==> config.mk <==
export PLATFORM = sky130hd
export DESIGN_NAME = dmem_hs
export DESIGN_NICKNAME = d
export VERILOG_FILES = /design/src/rtl/dmem_hs.sv
export SDC_FILE = /design/constraint.sdc
export NUM_CORES = 2
export LEC_CHECK = 0
export CAP_MARGIN = 30
export CORE_MARGIN = 10
export CORE_UTILIZATION = 30
export CTS_CLUSTER_SIZE = 20
export DETAILED_ROUTE_END_ITERATION = 8
export RECOVER_POWER = 100
export SLEW_MARGIN = 20
export SYNTH_ARGS = -nofsm -noshare
export SYNTH_HDL_FRONTEND = slang
export SYNTH_SLANG_ARGS = --single-unit
==> constraint.sdc <==
create_clock -name clk_i -period 5.1 [get_ports clk_i]
set_input_delay 0.765 -clock clk_i [delete_from_list [all_inputs] [get_ports clk_i]]
set_output_delay 0.765 -clock clk_i [all_outputs]
set_load 0.05 [all_outputs]
==> src/rtl/dmem_hs.sv <==
// dmem_hs: byte-addressable data memory with valid/ready request and
// response channels, a configurable access latency, byte/half/word
// accesses with sign/zero extension and alignment/range error reporting.
// Optional statistics counters are built when DMEM_HS_STATS_EN is defined.
//
// Handshake: a request transfers on the rising clk_i edge where
// req_valid_i & req_ready_o are both 1; a response transfers on the edge
// where rsp_valid_o & rsp_ready_i are both 1. Once rsp_valid_o is raised
// it, rsp_rdata_o and rsp_err_o stay stable until that transfer.
module dmem_hs #(
  parameter int MEM_SIZE   = 64,
  parameter int ADDR_WIDTH = 32,
  parameter int DATA_WIDTH = 32,
  parameter int LATENCY    = 2,
  parameter int CNT_WIDTH  = 16
) (
  input  logic                  clk_i,
  input  logic                  rst_i,
  input  logic                  req_valid_i,
  output logic                  req_ready_o,
  input  logic                  req_we_i,
  input  logic [1:0]            req_size_i,
  input  logic                  req_unsigned_i,
  input  logic [ADDR_WIDTH-1:0] req_addr_i,
  input  logic [DATA_WIDTH-1:0] req_wdata_i,
  output logic                  rsp_valid_o,
  input  logic                  rsp_ready_i,
  output logic [DATA_WIDTH-1:0] rsp_rdata_o,
  output logic                  rsp_err_o,
  output logic [1:0]            dbg_state_o
`ifdef DMEM_HS_STATS_EN
  ,
  output logic [CNT_WIDTH-1:0]  stat_rd_o,
  output logic [CNT_WIDTH-1:0]  stat_wr_o,
  output logic [CNT_WIDTH-1:0]  stat_err_o
`endif
);

  localparam int BYTES  = DATA_WIDTH / 8;
  localparam int LANE_W = $clog2(BYTES);
  localparam int IDX_W  = (MEM_SIZE > 1) ? $clog2(MEM_SIZE) : 1;
  localparam int CW     = (LATENCY > 1) ? $clog2(LATENCY) : 1;

  typedef enum logic [1:0] {
    S_IDLE = 2'd0,
    S_WAIT = 2'd1,
    S_RESP = 2'd2
  } state_t;

  state_t state_q, state_d;

  logic [CW-1:0]         cnt_q;
  logic                  we_q;
  logic [1:0]            size_q;
  logic                  uns_q;
  logic [ADDR_WIDTH-1:0] addr_q;
  logic [DATA_WIDTH-1:0] wdata_q;
  logic [DATA_WIDTH-1:0] rdata_q;
  logic                  err_q;

  logic [DATA_WIDTH-1:0] mem [MEM_SIZE];

  logic accept;
  logic complete;

  // Access fields: live inputs on the accept edge (LATENCY = 1 completes
  // there), latched copies afterwards.
  logic                  s_we;
  logic [1:0]            s_size;
  logic                  s_uns;
  logic [ADDR_WIDTH-1:0] s_addr;
  logic [DATA_WIDTH-1:0] s_wdata;

  logic [ADDR_WIDTH-1:0] word_idx;
  logic [IDX_W-1:0]      s_idx;
  logic [LANE_W-1:0]     lane;
  logic [LANE_W+2:0]     shamt;
  logic                  s_err;
  logic [DATA_WIDTH-1:0] word_rd;
  logic [DATA_WIDTH-1:0] shifted;
  logic [DATA_WIDTH-1:0] load_ext;
  logic [DATA_WIDTH-1:0] mask;
  logic [DATA_WIDTH-1:0] merged;

  assign req_ready_o = (state_q == S_IDLE);
  assign rsp_valid_o = (state_q == S_RESP);
  assign rsp_rdata_o = rdata_q;
  assign rsp_err_o   = err_q;
  assign dbg_state_o = state_q;

  assign accept   = req_valid_i & req_ready_o;
  assign complete = ((state_q == S_WAIT) && (cnt_q == '0)) ||
                    (accept && (LATENCY == 1));

  // Decode the access: lanes, range/alignment error, load result, store merge.
  always_comb begin
    s_we    = (state_q == S_IDLE) ? req_we_i       : we_q;
    s_size  = (state_q == S_IDLE) ? req_size_i     : size_q;
    s_uns   = (state_q == S_IDLE) ? req_unsigned_i : uns_q;
    s_addr  = (state_q == S_IDLE) ? req_addr_i     : addr_q;
    s_wdata = (state_q == S_IDLE) ? req_wdata_i    : wdata_q;

    word_idx = s_addr >> LANE_W;
    s_idx    = word_idx[IDX_W-1:0];
    lane     = s_addr[LANE_W-1:0];
    shamt    = {lane, 3'b000};

    s_err = (word_idx >= ADDR_WIDTH'(MEM_SIZE)) ||
            (s_size == 2'd3) ||
            ((s_size == 2'd1) && s_addr[0]) ||
            ((s_size == 2'd2) && (lane != '0));

    word_rd = s_err ? '0 : mem[s_idx];
    shifted = word_rd >> shamt;

    case (s_size)
      2'd0: begin
        load_ext = s_uns ? DATA_WIDTH'(shifted[7:0])
                         : {{(DATA_WIDTH-8){shifted[7]}}, shifted[7:0]};
        mask     = DATA_WIDTH'(8'hFF) << shamt;
      end
      2'd1: begin
        load_ext = s_uns ? DATA_WIDTH'(shifted[15:0])
                         : {{(DATA_WIDTH-16){shifted[15]}}, shifted[15:0]};
        mask     = DATA_WIDTH'(16'hFFFF) << shamt;
      end
      default: begin
        load_ext = shifted;
        mask     = '1;
      end
    endcase

    merged = (word_rd & ~mask) | ((s_wdata << shamt) & mask);
  end

  // Next-state logic for the IDLE -> WAIT -> RESP transaction sequence.
  always_comb begin
    state_d = state_q;
    case (state_q)
      S_IDLE: if (accept) state_d = (LATENCY == 1) ? S_RESP : S_WAIT;
      S_WAIT: if (cnt_q == '0) state_d = S_RESP;
      S_RESP: if (rsp_ready_i) state_d = S_IDLE;
      default: state_d = S_IDLE;
    endcase
  end

  // State, latency counter, latched request and registered response.
  always_ff @(posedge clk_i or negedge rst_i) begin
    if (!rst_i) begin
      state_q <= S_IDLE;
      cnt_q   <= '0;
      we_q    <= 1'b0;
      size_q  <= 2'd0;
      uns_q   <= 1'b0;
      addr_q  <= '0;
      wdata_q <= '0;
      rdata_q <= '0;
      err_q   <= 1'b0;
    end else begin
      state_q <= state_d;
      if (accept) begin
        cnt_q   <= CW'(LATENCY - 1);
        we_q    <= req_we_i;
        size_q  <= req_size_i;
        uns_q   <= req_unsigned_i;
        addr_q  <= req_addr_i;
        wdata_q <= req_wdata_i;
      end else if ((state_q == S_WAIT) && (cnt_q != '0)) begin
        cnt_q <= cnt_q - 1'b1;
      end
      if (complete) begin
        err_q   <= s_err;
        rdata_q <= (s_err || s_we) ? '0 : load_ext;
      end
    end
  end

  // Word array: word i resets to i; stores merge the addressed lanes.
  always_ff @(posedge clk_i or negedge rst_i) begin
    if (!rst_i) begin
      for (int i = 0; i < MEM_SIZE; i++) mem[i] <= DATA_WIDTH'(i);
    end else if (complete && s_we && !s_err) begin
      mem[s_idx] <= merged;
    end
  end

`ifdef DMEM_HS_STATS_EN
  logic [CNT_WIDTH-1:0] rd_cnt_q, wr_cnt_q, err_cnt_q;

  assign stat_rd_o  = rd_cnt_q;
  assign stat_wr_o  = wr_cnt_q;
  assign stat_err_o = err_cnt_q;

  // Saturating counters, bumped once per response handshake.
  always_ff @(posedge clk_i or negedge rst_i) begin
    if (!rst_i) begin
      rd_cnt_q  <= '0;
      wr_cnt_q  <= '0;
      err_cnt_q <= '0;
    end else if ((state_q == S_RESP) && rsp_ready_i) begin
      if (err_q) begin
        if (err_cnt_q != '1) err_cnt_q <= err_cnt_q + 1'b1;
      end else if (we_q) begin
        if (wr_cnt_q != '1) wr_cnt_q <= wr_cnt_q + 1'b1;
      end else begin
        if (rd_cnt_q != '1) rd_cnt_q <= rd_cnt_q + 1'b1;
      end
    end
  end
`endif

endmodule

==> reports/qor.csv <==
metric,value,unit
rsz0062_at_grt,no,
synth-compound-area-share,0.1952,
grt_overflow,0,
row_count,205,
final_util,0.3547,
r2r_cells,16,
post-cts-setup-buffers,0,
min_period,5.169,ns
ys_seq_area_frac,0.5730,
skew,0.06840,ns
die_area,337500,µm²
vias_per_cell,5.650,
reg2reg_slack,-0.07,ns
setup_ws,-0.06875,ns
final_cell_mix,"2,207 x nand2_1, 1,957 x dfrtp_1, 1,801 x o21ai_0",
wirelength,394800,µm
die_w,580.9,µm
worst_pin_slew,3.235,ns
synth_edf_count,0,
drive_above_1_share,0.1666,
fillers,31623,
final_cells,14225,
power_density,575.1,nW/µm²
final_max_slew_viol_count,496,
yosys.area_share.simple,0.1365,
antenna_found_initial,24,
start_kind,flip-flop,
crit_type,reg -> reg,
grt_pass1_wl,568900,µm
drc_errors,0,
start_util,0.3019,
avgSynthCellArea,9.643,µm²
die_h,580.9,µm
placed_cells_incl_taps,13795,
syn_area,94400,µm²
holdPathEnd,dbg_state_o[1],
ir_drop,0.0005695,V
dr.pass1.iters,6,
layout_commonest_cell,nand2_1,
worstPathMaxFanout,37,
io_pins,109,
rr_endpoint,mem[285],
wl_per_cell,27.75,µm
maxCapViolCount,9,
multi_input_area,36410,µm²
synth_top_family_by_area,compound AO/OA/AOI/OAI gates,
slew_headroom,-1.157,
p_leak,48.50,nW
hp-start,rsp_ready_i,
ys_async_sr_fraction,1.000,
finalHoldViolCount,0,
yosysUniqueCellTypes,103,
fmax,0.1935,GHz
required,5.92,ns
postSynthCellCount,9789,
setup-tns-final,-4.385,ns
min_path_type,in -> reg,
numCtsBuffers,221,
yosys.area_share.xor_xnor,0.00009278,
fin_nets,9952,
clk_latency,0.92,ns
setup_viol,158,
power,63.78,mW
critPathCaptureType,flip-flop,
cts.clk_slew.worst_paths,0.06,ns
synth_flop_cell,dfrtp_1,
cts_tree,yes,
finalCritPeriodShare,1.013,
fp.coreArea,312700,µm²
seq_area,54100,µm²
antenna_left,0,
hold_depth,2,
synthMuxAreaShare,0.04953,
clk_path_buf_depth,3,
io_buffers,108,
grt_pass1_vias,77053,
grt_max_degree,171,
grt_usage,0.2251,
clock-sinks,2152,
vias,80375,
hold_ws,0.4344,ns
syn_nets,9861,
h-tree-depth,4,
dp_hpwl,255500,µm
routabilityCongestion,0.9620,
violations,"capacitance limit, slew limit, setup timing",
syn_to_final_growth,17.49,%
status,"complete, but fails checks",
synthAdderAreaFrac,0,
cp.arrival,5.99,ns
r2r-start,dbg_state_o[1],
drt_iter0_markers,9125,
yosysWarnings,0,
ys_ff_latch,2152,
root_buffer,clkbuf_16,
report_power, final:
group          leakage, nW  internal [mW]  switching (mW)
clock                 3.70           9.53            7.25
combinational         15.6           7.81            21.6
sequential            29.2           17.4           0.250
repair_timing:
| item | in CTS | in global routing |
|---|---|---|
| hold endpoints to repair | 61 | 0 |
| pin swaps | 0 | 0 |
| cloned | 0 | 0 |
| resized for setup | 1 | 2 |
| hold buffers | 1 | 0 |
| setup endpoints to repair | 59 | 60 |
cells in the mapped netlist, types with 10 or more instances:
library cell,number,share of area
a211oi_1,127,0.010
a21o_1,21,0.0017
a21oi_1,244,0.013
a221o_1,13,0.0014
a31oi_1,82,0.0054
a32o_1,20,0.0021
a32oi_1,32,0.0030
and2_1,10,0.00066
and3_1,111,0.0074
buf_1,34,0.0014
buf_2,158,0.0084
buf_4,59,0.0047
buf_6,44,0.0052
clkbuf_1,637,0.025
dfrtp_1,1960,0.52
dfstp_2,192,0.053
mux2_1,20,0.0024
mux2_2,314,0.037
mux2i_1,90,0.0095
nand2_1,2274,0.090
nand2b_1,14,0.00093
nand3_1,115,0.0061
nand4_1,24,0.0016
nor2_1,244,0.0097
nor2b_1,19,0.0013
nor3_1,69,0.0037
nor4_1,113,0.0075
o2111ai_1,10,0.00093
o211ai_1,18,0.0014
o21a_1,12,0.00095
o21ai_0,1760,0.093
o21ai_1,49,0.0026
o221ai_1,36,0.0033
o22a_1,11,0.0010
o22ai_1,612,0.041
o31ai_1,14,0.0011
o32a_1,11,0.0012
o41ai_1,37,0.0034
or3_1,19,0.0013
or4_1,10,0.00080
state kept, by name, indices dropped and copies added, names as in the netlist:
signal	cells
mem	2048
addr_q	32
rsp_rdata_o	32
wdata_q	32
dbg_state_o	2
size_q	2
cnt_q	1
rsp_err_o	1
uns_q	1
we_q	1
critical path, cell delays in order, from the launching register on:
cell and delay, ns:
dfrtp_2 0.46, buf_12 0.18, o2111ai_1 0.25, buf_4 0.31, a21boi_4 0.32, buf_6 0.49, buf_4 0.29, o22ai_1 0.09
nor2_1 0.25, a21oi_1 0.14, nor4_1 0.45, nand3_1 0.14, clkbuf_2 0.36, a21oi_1 0.30, buf_2 0.49, buf_12 0.24
mux2_2 0.17
per-stage QoR:
stage | instance area, µm² | setup WS, ns
4_1_cts | 111800 | 0.1616
3_5_place_dp | 104300 | -0.4971
3_3_place_gp | 104200 | -0.5009
2_1_floorplan | 94400 | 1.210
6_report | 110900 | -0.06875
5_1_grt | 110900 | 0.001442
cell families after synthesis:
| family | after synthesis |
|---|---|
| mux | 425 |
| simple gates | 3080 |
| buf+inv | 943 |
| flops | 2152 |
| compound gates | 3188 |
| xor+xnor | 1 |
per-layer routing:
metal / global-route usage / vias to the layer above / share of wire
met1: 0.2910 / 40044 / 0.39
met2: 0.3316 / 4347 / 0.42
met5: 0 / - / 0.00025
met4: 0.1384 / 12 / 0.074
met3: 0.06515 / 1219 / 0.11
li1: - / 34753 / -
worst max path at each step:
stage / start / to
after floorplan: dbg_state_o[0] / addr_q[10]
after global placement: req_addr_i[4] / mem[1012]
after detailed placement: req_addr_i[4] / mem[1172]
after CTS: addr_q[4] / mem[628]
after global routing: addr_q[4] / mem[1874]
final: dbg_state_o[1] / mem[285]
cell type report:
cell class,instances,area share
inverters,5,0.0001692
multi-input cells,6694,0.3283
flip-flops and latches,2152,0.4878
clock inverters,83,0.008450
clock buffers,334,0.05895
well taps,4140,0.04671
diodes,11,0.0002482
repair buffers,806,0.06941
Power figures use the tool's default switching activity.
==> RTL change (same settings) <==
Register the output `dbg_state_o` once more, cleared by the reset; this adds one clock of latency there. The other outputs are not delayed to match.
--- a/src/rtl/dmem_hs.sv
+++ b/src/rtl/dmem_hs.sv
@@ -88,3 +88,9 @@
   assign rsp_err_o   = err_q;
-  assign dbg_state_o = state_q;
+  always_ff @(posedge clk_i or negedge rst_i) begin
+    if (!rst_i) begin
+      dbg_state_o <= '0;
+    end else begin
+      dbg_state_o <= state_q;
+    end
+  end
 
Check against the original RTL: not settled (the Yosys comparison gave no result); the edit may change what the design does.
==> RTL change against the unedited design <==
- the run ends with max-capacitance violations, max-slew violations left
- synthesized cell count grew 0.26%
- wire length is 1.7% lower
- synthesized area shrank 2.1%
- setup slack improved by 0.14 ns
- cell area down 1.3%
- hold slack lost 0.016 ns
- sequential cell count rose by 2
- sequential power barely moved
- sequential share of layout area grew 0.66 points
- first-iteration DRC count is 7.6% higher
- critical path depth unchanged
- power down 4.4%
==> RTL change: results (changes against the unedited design) <==
final setup vio count - 0 (was 158)
minimum clock period - 5.03 ns (was 5.17 ns)
worst-margin pin slew - 4.44 ns (was 3.24 ns)
violated checks - max-capacitance violations, max-slew violations (was max-capacitance violations, max-slew violations, negative setup slack)
GP Congestion - 0.933 (was 0.962)
VDD IR max - 0.524 mV (was 0.570 mV)
compound-cell area share of the yosys netlist - 20.4% (was 19.5%)
multiplexer share of the synthesized area - 2.65% (was 4.95%)
layout cells sized above 1 - 14.5% (was 16.7%)
Final nets - 9,991 (was 9,952)
slowest library cell on the worst path - nand2b_2 (was buf_6)
XOR/XNOR Fraction of Synth Area - 0% (was 0.00928%)
worst hold slack - 0.418 ns (was 0.434 ns)
drt first pass iters - 7 (was 6)
initial antenna violation count - 25 (was 24)
synth unique cells - 91 (was 103)
via count - 79,800 (was 80,400)
number of diodes - 9 (was 11)
Max Cap Viol - 3 (was 9)
area of the multi-input gates - 0.0350 mm^2 (was 0.0364 mm^2)
R2R Setup Slk - 0.07 ns (was -0.07 ns)
clock buffer count - 366 (was 334)
post-synthesis sequential area ratio - 58.6% (was 57.3%)
outcome - finished, violations left (unchanged)
Area contributors post-synth - dfrtp_1 (53%), o21ai_0 (11%), nand2_1 (10%) (was dfrtp_1 (52%), o21ai_0 (9.3%), nand2_1 (9.0%))
CP Max Fanout - 64 (was 37)
Non-clk bufs - 792 (was 806)
count of pins over their slew limit - 178 (was 496)
reg2reg end - mem[1125] (was mem[285])
Post-synth top cells - nand2_1 (2,561), dfrtp_1 (1,962), o21ai_0 (1,947) (was nand2_1 (2,274), dfrtp_1 (1,960), o21ai_0 (1,760))
==> RTL change: cell types whose count changed after synthesis, moves of 78 or more <==
cell and delta:
mux2_2 -166, a211oi_1 -92, o22ai_1 +111, a21oi_1 -97, o21ai_0 +187, nand2_1 +287
o21ai_1 +78
==> RTL change: power by group through the flow <==
| stage | clock network (uW) | logic [uW] | registers, uW |
|---|---|---|---|
| global route | 17700 | 26900 | 17600 |
| floorplan | 0 | 12200 | 17900 |
| finish | 16900 | 26500 | 17600 |
| detailed placement | 0 | 26300 | 17900 |
| CTS | 16900 | 26400 | 17600 |
| global placement | 0 | 26400 | 17900 |
==> RTL change: repair_timing <==
action	in CTS	in global routing
hold buffers	1	0
endpoints found under the setup margin	0	4
hold endpoints to repair	78	0
resized for setup	0	1
==> RTL change: per-layer routing <==
layer | wire length [um] | GRT usage [%] | share of wire [%] | vias to the layer above
met4 | 26400 | 12.5 | 6.8 | 24
met2 | 166000 | 33.5 | 43 | 4317
met1 | 156000 | 30.2 | 40 | 39600
met3 | 39700 | 5.43 | 10 | 1200
li1 | - | - | - | 34600
met5 | 149 | 0 | 0.038 | -
==> RTL change: worst max path at each step <==
stage | from | to | depth (start not counted)
2_1_floorplan | req_addr_i[2] | mem[1020] | 16
5_1_grt | state_q[0] | mem[1854] | 13
4_1_cts | addr_q[2] | mem[1876] | 14
6_report | state_q[0] | mem[1125] | 16
3_5_place_dp | req_addr_i[3] | mem[1108] | 15
3_3_place_gp | req_addr_i[3] | mem[1268] | 15
==> RTL change: metrics by stage <==
stage | std cells | area, um^2
floorplan | 9814 | 92400
global placement | 13800 | 103000
detailed placement | 13800 | 103000
CTS | 14200 | 110000
global route | 14200 | 109000
finish | 14200 | 110000
